===== src/rtl/mc_upsampler.sv =====
// mc_upsampler: multi-channel runtime-configurable integer upsampler.
// Each accepted input vector is emitted once (phase 0), followed by Lcur-1
// fill phases that carry zero or, optionally, the held sample.
// Optional feature macro: MC_UPSAMPLER_HOLD_EN (adds hold_mode port and the
// hold register used for zero-order-hold fill phases).
//
// Handshake: in_ready is a pure function of en and the phase counter and
// never looks at in_valid; a sample is taken on any rising clk edge where
// in_valid & in_ready are both high. in_valid is ignored outside phase 0.
module mc_upsampler #(
    parameter int  L_MAX = 8,
    parameter int  WIDTH = 20,
    parameter int  CH    = 2,
    localparam int LW    = $clog2(L_MAX + 1),
    localparam int PW    = (L_MAX > 1) ? $clog2(L_MAX) : 1
) (
    input  logic                  clk,
    input  logic                  rst_n,
    input  logic                  en,
    input  logic [LW-1:0]         l_factor,
`ifdef MC_UPSAMPLER_HOLD_EN
    input  logic                  hold_mode,
`endif
    input  logic                  clr_underrun,
    input  logic [CH*WIDTH-1:0]   din,
    input  logic                  in_valid,
    output logic                  in_ready,
    output logic [CH*WIDTH-1:0]   dout,
    output logic                  out_valid,
    output logic [PW-1:0]         phase,
    output logic                  underrun
);

    localparam logic [LW-1:0] ONE_C   = LW'(1);
    localparam logic [LW-1:0] L_MAX_C = LW'(L_MAX);

    logic [LW-1:0]       cnt_q, cnt_d;
    logic [LW-1:0]       lcur_q, lcur_d;
    logic                running_q, running_d;
    logic [CH*WIDTH-1:0] dout_q, dout_d;
    logic                out_valid_q, out_valid_d;
    logic [PW-1:0]       phase_q, phase_d;
    logic                underrun_q, underrun_d;
    logic                set_underrun;
    logic [LW-1:0]       l_new;
    logic [CH*WIDTH-1:0] fill_val;

`ifdef MC_UPSAMPLER_HOLD_EN
    logic [CH*WIDTH-1:0] hold_q, hold_d;
`endif

    // Clamp the requested factor into 1..L_MAX.
    always_comb begin
        l_new = l_factor;
        if (l_factor == '0) begin
            l_new = ONE_C;
        end else if (l_factor > L_MAX_C) begin
            l_new = L_MAX_C;
        end
    end

    // Value driven during fill phases: zero, or the held sample in hold mode.
    always_comb begin
        fill_val = '0;
`ifdef MC_UPSAMPLER_HOLD_EN
        if (hold_mode) begin
            fill_val = hold_q;
        end
`endif
    end

    assign in_ready = en & (cnt_q == '0);

    // Next-state logic: accept / fill / stall, then the sticky underrun flag.
    always_comb begin
        cnt_d        = cnt_q;
        lcur_d       = lcur_q;
        running_d    = running_q;
        dout_d       = dout_q;
        phase_d      = phase_q;
        out_valid_d  = 1'b0;
        underrun_d   = underrun_q;
        set_underrun = 1'b0;
`ifdef MC_UPSAMPLER_HOLD_EN
        hold_d       = hold_q;
`endif
        if (en) begin
            if (cnt_q == '0) begin
                if (in_valid) begin
                    dout_d      = din;
                    phase_d     = '0;
                    out_valid_d = 1'b1;
                    lcur_d      = l_new;
                    cnt_d       = (l_new == ONE_C) ? '0 : ONE_C;
                    running_d   = 1'b1;
`ifdef MC_UPSAMPLER_HOLD_EN
                    hold_d      = din;
`endif
                end else begin
                    dout_d       = '0;
                    set_underrun = running_q;
                end
            end else begin
                dout_d      = fill_val;
                phase_d     = cnt_q[PW-1:0];
                out_valid_d = 1'b1;
                cnt_d       = (cnt_q == lcur_q - ONE_C) ? '0 : cnt_q + ONE_C;
            end
        end
        // A set in the same cycle as a clear takes precedence.
        if (clr_underrun) begin
            underrun_d = 1'b0;
        end
        if (set_underrun) begin
            underrun_d = 1'b1;
        end
    end

    // State and output registers, asynchronously reset.
    always_ff @(posedge clk or negedge rst_n) begin
        if (!rst_n) begin
            cnt_q       <= '0;
            lcur_q      <= ONE_C;
            running_q   <= 1'b0;
            dout_q      <= '0;
            out_valid_q <= 1'b0;
            phase_q     <= '0;
            underrun_q  <= 1'b0;
        end else begin
            cnt_q       <= cnt_d;
            lcur_q      <= lcur_d;
            running_q   <= running_d;
            dout_q      <= dout_d;
            out_valid_q <= out_valid_d;
            phase_q     <= phase_d;
            underrun_q  <= underrun_d;
        end
    end

`ifdef MC_UPSAMPLER_HOLD_EN
    // Hold register capturing the last accepted sample vector.
    always_ff @(posedge clk or negedge rst_n) begin
        if (!rst_n) begin
            hold_q <= '0;
        end else begin
            hold_q <= hold_d;
        end
    end
`endif

    assign dout      = dout_q;
    assign out_valid = out_valid_q;
    assign phase     = phase_q;
    assign underrun  = underrun_q;

endmodule


===== config.mk =====
export PLATFORM = sky130hd
export DESIGN_NAME = mc_upsampler
export DESIGN_NICKNAME = d
export VERILOG_FILES = /design/src/rtl/mc_upsampler.sv
export SDC_FILE = /design/constraint.sdc
export NUM_CORES = 1
export LEC_CHECK = 0
export BUFFER_PORTS_ARGS = -buffer_cell sky130_fd_sc_hd__buf_2
export CAP_MARGIN = 40
export CORE_ASPECT_RATIO = 0.75
export CORE_MARGIN = 5
export CORE_UTILIZATION = 28
export CTS_BUF_LIST = sky130_fd_sc_hd__clkbuf_8
export CTS_CLUSTER_DIAMETER = 100
export DETAILED_ROUTE_END_ITERATION = 10
export GPL_ROUTABILITY_DRIVEN = 0
export GPL_TIMING_DRIVEN = 0
export SLEW_MARGIN = 5
export SYNTH_ARGS = -nofsm -noshare
export SYNTH_HDL_FRONTEND = slang
export SYNTH_SLANG_ARGS = --single-unit

===== constraint.sdc =====
create_clock -name clk -period 1.9 [get_ports clk]
set_input_delay 0.475 -clock clk [delete_from_list [all_inputs] [get_ports clk]]
set_output_delay 0.475 -clock clk [all_outputs]
set_load 0.01 [all_outputs]

# Word level (Yosys, flattened, before mapping)
# Cells that the tools add are included.
op_classes:
  add_sub_neg: 2
  mul: 0
  div: 0
  n_lt_le_gt_ge: 1
  n_eq_ne: 3
  shifts: 0
  mux: 18
  n_bitwise: 1
  n_reduce_logical: 5
op_table:
  columns: ["cell", "n"]
  rows:
  - ["two-way mux 40 bit", 2]
  - ["two-way mux 4 bit", 5]
  - ["two-way mux 1 bit", 9]
  - ["zero test 4 bit", 2]
  - ["two-way mux 3 bit", 2]
  - ["adder 4 x 1 -> 4 bit (second input constant)", 1]
  - ["== test 4 x 1 -> 1 bit (second input constant)", 1]
  - ["== test 4 bit", 1]
  - ["> comparator 4 bit (second input constant)", 1]
  - ["subtractor 4 x 1 -> 4 bit (second input constant)", 1]
  - ["AND reduction 3 bit", 1]
  - ["!= test 2 bit (second input constant)", 1]
  - ["AND reduction 2 bit", 1]
  - ["nonzero test 2 bit", 1]
  - ["AND 1 bit", 1]
word_totals:
  ff_bits: 54
  latch_bits: 0
  ram_bits: 0
  rom_bits: 0
  input_bits: 49
  word_cells: 37
  memories: 0

# Longest topological paths before layout
# Gate-level depths: netlist of the first run.
logic_depth:
  word_depth: 7
  ltp_mapped: 8
  ltp_nobuf: 6

# Worst setup path after synthesis of the first run
# OpenSTA, ideal clock, no wires.
synth_timing:
  path_kind: "register -> register"
  startpoint: "register cnt_q[0]"
  endpoint: "register lcur_q[3]"
  setup_ns: 0.127
  arrival_time_ns: 1.467
  required_ns: 1.773
  slack_ns: 0.305
  path_stages_with_launch: 7
  n_path_buf: 1
  synth_period_minus_slack_ns: 1.595
  path_cell_list: "dfrtp_1 -> inv_1 -> ha_1 -> nor3b_2 -> and3_4 -> buf_6 -> mux2_1"
synth_via:
  elab_chain_len: 2
synth_lines:
  columns: ["item", "line", "source"]
  rows:
  - ["start, declared", "37", "logic [LW-1:0] cnt_q, cnt_d;"]
  - ["start signal, assigned", "130", "cnt_q <= cnt_d;"]
  - ["zero test 4 bit", "88", "if (cnt_q == '0) begin"]
  - ["AND reduction 3 bit (no source line)", null, null]
  - ["end signal, assigned", "131", "lcur_q <= lcur_d;"]
  - ["end, declared", "38", "logic [LW-1:0] lcur_q, lcur_d;"]
# Every way passes these cells.
# A chain may end at the register's enable or synchronous reset.

# Final worst setup path of the first run
layout_timing:
  startpoint: "register cnt_q[1]"
  endpoint: "output port in_ready"
layout_via:
  elab_chain_len: 2
layout_lines:
  columns: ["item", "line", "source"]
  rows:
  - ["zero test 4 bit", "72", "assign in_ready = en & (cnt_q == '0);"]
  - ["AND 1 bit", "72", null]
  - ["end, declared", "27", "output logic in_ready,"]
# Every way passes these cells.

==> qor.csv, run 1 <==
metric,value,unit
ys_seq_area_share,58.40,%
core_area,7988,µm²
fin_ws,0.01977,ns
grt_pass1_wl,9.218,mm
drt-total-wl,5.739,mm
path_max_fanout,3,
worstPathArrival,1.41,ns
slew_headroom,49.62,%
reg2reg_slack,0.15,ns
fp-row-count,28,
dp_slack,0.1036,ns
synthesis.nets,290,
drc_errors,0,
cts_tree,done,
ios,95,
io_buffers,93,
final_cell_mix,"buf_2, dfrtp_1, inv_1, nand2_1, o21ai_0",
drive_above_1_share,37.50,%
place.detailed.hpwl,4.361,mm
h-tree-depth,2,
finClkSkew,0.009284,ns
fmax,531.9,MHz
synth_cell_type_count,35,
cp_data_required_time,1.42,ns
cp-end-kind,primary output,
clk_latency,0.29,ns
crit_type,reg -> out,
initialDrtViolationCount,66,
numCtsBuffers,5,
ir_worst_vdd,382.0,µV
first_pass_iters,4,
grt_setup_unrepaired,true,
rr_startpoint,lcur_q[0],
fin_crit,1.880,ns
yosysTopAreaCell,dfrtp_1,
grt_antenna_before_repair,0,
synth_top_area_share,57.27,%
status,finished clean,
dieArea,10210,µm²
syn2layout_area_growth,33.12,%
cts_root_buf,clkbuf_8,
grt_max_degree,32,
worst_r2r_endpoint,cnt_q[1],
holdWs,0.2390,ns
hold_path.class,in -> async,
synth_area_leaders,"dfrtp_1, inv_1, nand2_1, o21ai_0, o21ai_1",
synth-seq-cells,54,
crit_buf_inv,2,
finalNetCount,395,
slew_violations,0,
grtUsageTotal,11.27,%
grt_overflow,0,
wl_per_cell,12.78,µm
postCtsHoldBufs,0,
cp_cell_sequence,"inv_4, ha_4, nor3b_4, and2_4, buf_6",
ant_nets,0,
layout_commonest_cell,buf_2,
die_y,88.76,µm
yosys_warnings,0,
start_util,28.99,%
power,3151,µW
crit_path_start_kind,register,
vias_per_cell,4.252,
cap_violations,0,
grt_pass1_vias,1929,
netlist_area,2316,µm²
reg2reg_depth,6,
leakagePower,0.001560,µW
finalHoldViolCount,0,
avgSynthCellArea,9.731,µm²
cp_slowest_cell,dfrtp_2,
min_period_over_period,98.96,%
synthCells,238,
max_slew.worst_pin.slew,0.7558,ns
clk_pin_slew_worst_paths,0.09,ns
via_count,1909,
powerDensity,1022,nW/µm²
path_delay_family,flip-flops,
max_stage_delay,0.43,ns
setup_viol,0,
num_antenna_cells,0,
clock-sinks,54,
clock_path_buffers,2,
final_util,38.60,%
die_w,115.0,µm
-- final cells by class --
class,count,area [µm²]
sequential,54,1355
clock buffer,5,68.82
multi-input combinational,125,737.0
inverter,49,186.4
timing repair buffer,98,529.3
fill,846,4905
tap,105,131.4
clock inverter,3,11.26
buffer,10,63.81
-- cell usage after synthesis, drive strengths merged --
master  instances
xnor2           2
or3             1
and2            2
a32oi           1
and4            1
ha              3
xor2            2
nand3           4
o21ai          47
a31oi           1
a41oi           2
or3b            1
dfstp           1
nor3            1
nor2            3
or2             1
buf             6
nand2          42
xnor3           1
dfrtp          53
a22o            3
and3            1
o22ai           2
clkbuf          4
inv            49
mux2            1
a21oi           1
nor3b           1
nand3b          1
-- through the flow --
stage               std cells  instance area (µm²)  TNS [ns]
finish                    449                 3083         0
floorplan                 238                 2316         0
global route              449                 3083  -0.06364
global placement          436                 2913         0
CTS                       448                 3073         0
detailed placement        437                 2940         0
-- kinds of logic after synthesis --
family | synth area share, %
AND/OR/NAND/NOR | 11.89
XOR/XNOR | 2.539
buffers and inverters | 10.70
adder cells (fa/ha/maj) | 1.621
flip-flops | 58.40
AO/OA/AOI/OAI | 14.37
multiplexers | 0.4862
-- flip-flops by register name (all words and copies together), names as in the netlist --
signal     count
out_valid      1
phase          3
dout          40
cnt_q          4
lcur_q         4
underrun       1
running_q      1
-- power by group --
group          total, µW  switching [µW]  internal, µW
Clock                596             348           247
Combinational       1040             515           527
Sequential          1510             160          1350
-- what timing repair did --
action,CTS,global route
pin swaps,1,0
endpoints found under the setup margin,1,1
cloned,0,0
setup buffers,3,1
gates resized for setup,9,1
-- worst max-delay path by stage --
stage	from	endpoint	slack [ns]	cells past startpoint
floorplan	cnt_q[0]	lcur_q[3]	0.31	6
global placement	cnt_q[0]	lcur_q[3]	0.11	6
detailed placement	cnt_q[1]	lcur_q[3]	0.10	6
CTS	cnt_q[1]	in_ready	0.02	5
global route	cnt_q[1]	in_ready	-0.06	5
finish	cnt_q[1]	in_ready	0.02	5
-- layer usage --
metal / share of wire [%] / GRT usage (%) / up-vias
met4: 0.070 / 1.599 / 0
li1: - / - / 957
met3: 10 / 4.101 / 2
met5: 0 / 0 / -
met2: 43 / 17.65 / 75
met1: 47 / 15.42 / 875
Power figures use the tool's default switching activity.
==> run 2, diff against run 1 <==
- REMOVE_ABC_BUFFERS: default -> 1
==> run 2 against run 1 <==
  * The run now ends with setup timing left
  * Clock power is 2% higher
  * Die area stayed put
  * Critical path depth unchanged
  * Worst hold slack got worse by 0.12 ns
  * Combinational power about the same
  * Sequential power about the same
  * Design area fell by 1.7%
  * Critical endpoint unchanged
  * Largest cell class unchanged
==> qor.csv, run 2 (synthesized netlist as in run 1, its figures left out) <==
metric,value,unit
status,"finished, violations left",
violations,setup timing,
ios,95,
vias_per_cell,4.216,
drive_above_1_share,37.91,%
ir_worst_vdd,387.2,µV
drc_errors,0,
io_buffers,94,
leakagePower,0.001524,µW
max_slew.worst_pin.slew,0.5386,ns
cap_violations,0,
initialDrtViolationCount,59,
clk_pin_slew_worst_paths,0.10,ns
final_cell_mix,"buf_2, dfrtp_1, inv_1, nand2_1, o21ai_0",
clock-sinks,54,
cts_root_buf,clkbuf_8,
fin_crit,1.905,ns
dieArea,10210,µm²
rr_startpoint,cnt_q[1],
max_stage_delay,0.42,ns
crit_type,reg -> out,
postCtsHoldBufs,0,
layoutNonFillerInstCount,440,
worstPathArrival,1.43,ns
crit_buf_inv,2,
grt_setup_unrepaired,true,
finalNetCount,387,
worst_r2r_endpoint,lcur_q[3],
cp_num_cells,5,
grt_antenna_before_repair,0,
drt-total-wl,5.621,mm
crit_path_start,cnt_q[1],
grt_max_degree,50,
crit_path_start_kind,register,
wl_per_cell,12.78,µm
clock_path_buffers,2,
syn2layout_area_growth,30.79,%
grt_pass1_vias,1939,
powerDensity,1042,nW/µm²
dp_slack,-0.4581,ns
fmax,525.0,MHz
core_area,7988,µm²
num_antenna_cells,0,
h-tree-depth,2,
slew_headroom,64.09,%
reg2reg_depth,5,
start_util,28.99,%
fin_ws,-0.004724,ns
min_period_over_period,100.2,%
fp-row-count,28,
power,3157,µW
slew_violations,0,
via_count,1855,
worstSetupEndpoint,in_ready,
die_w,115.0,µm
largest_reg_flops,40,
finalHoldViolCount,0,
hold_path.class,in -> async,
cp-end-kind,primary output,
holdWs,0.1151,ns
die_y,88.76,µm
cp_data_required_time,1.42,ns
first_pass_iters,4,
grt_overflow,0,
finClkSkew,0.008840,ns
clk_latency,0.31,ns
cp_cell_sequence,"inv_2, ha_4, nor3b_4, and2_4, buf_6",
grt_pass1_wl,9.204,mm
cp_slowest_cell,dfrtp_2,
path_max_fanout,3,
cts_tree,done,
layout_commonest_cell,buf_2,
numCtsBuffers,5,
grtUsageTotal,11.38,%
place.detailed.hpwl,3.787,mm
placed_cells,428,
ant_nets,0,
reg2reg_slack,0.02,ns
setup_viol,1,
path_delay_family,flip-flops,
==> run 2: timing repair <==
item / in CTS / in global routing
endpoints found under the hold margin: 0 / 0
pin swaps: 1 / 0
buffers inserted: 5 / 0
endpoints found under the setup margin: 2 / 3
gates resized for setup: 10 / 2
==> run 2: worst min-delay path by stage <==
stage | from | endpoint | slack, ns | cells past startpoint
after global placement | running_q | running_q | 0.45 | 1
after floorplan | rst_n | cnt_q[0] | 0.18 | 0
after CTS | rst_n | cnt_q[3] | 0.12 | 1
after global routing | rst_n | dout[2] | 0.15 | 1
after detailed placement | running_q | running_q | 0.46 | 1
final | rst_n | dout[2] | 0.12 | 1
==> run 2: layer usage <==
metal	GRT usage, %	vias to the layer above	routed length, µm
met2	18.17	61	2531
li1	-	941	-
met5	0	-	0
met1	14.43	845	2515
met3	4.306	8	514
met4	3.518	0	59
==> run 2: power by group <==
part	switching (µW)	internal [µW]	total (µW)
sequential	151	1350	1500
combinational	516	529	1050
clock	363	245	607
==> run 2: final cells by class <==
cell class | instances | area, µm²
clock buffers | 5 | 68.82
clock inverters | 2 | 7.507
fillers | 822 | 4959
inverters | 49 | 183.9
multi-input cells | 125 | 745.7
flip-flops and latches | 54 | 1355
well taps | 105 | 131.4
repair buffers | 100 | 536.8
==> run 2: per-stage QoR <==
stage | utilization, % | setup TNS, ns | area (µm²)
2_1_floorplan | - | 0 | 2252
3_3_place_gp | 35.73 | -11.29 | 2854
3_5_place_dp | 35.98 | -11.64 | 2874
4_1_cts | 37.81 | -0.0006505 | 3020
5_1_grt | 37.92 | -0.1862 | 3029
6_report | 37.92 | -0.004724 | 3029
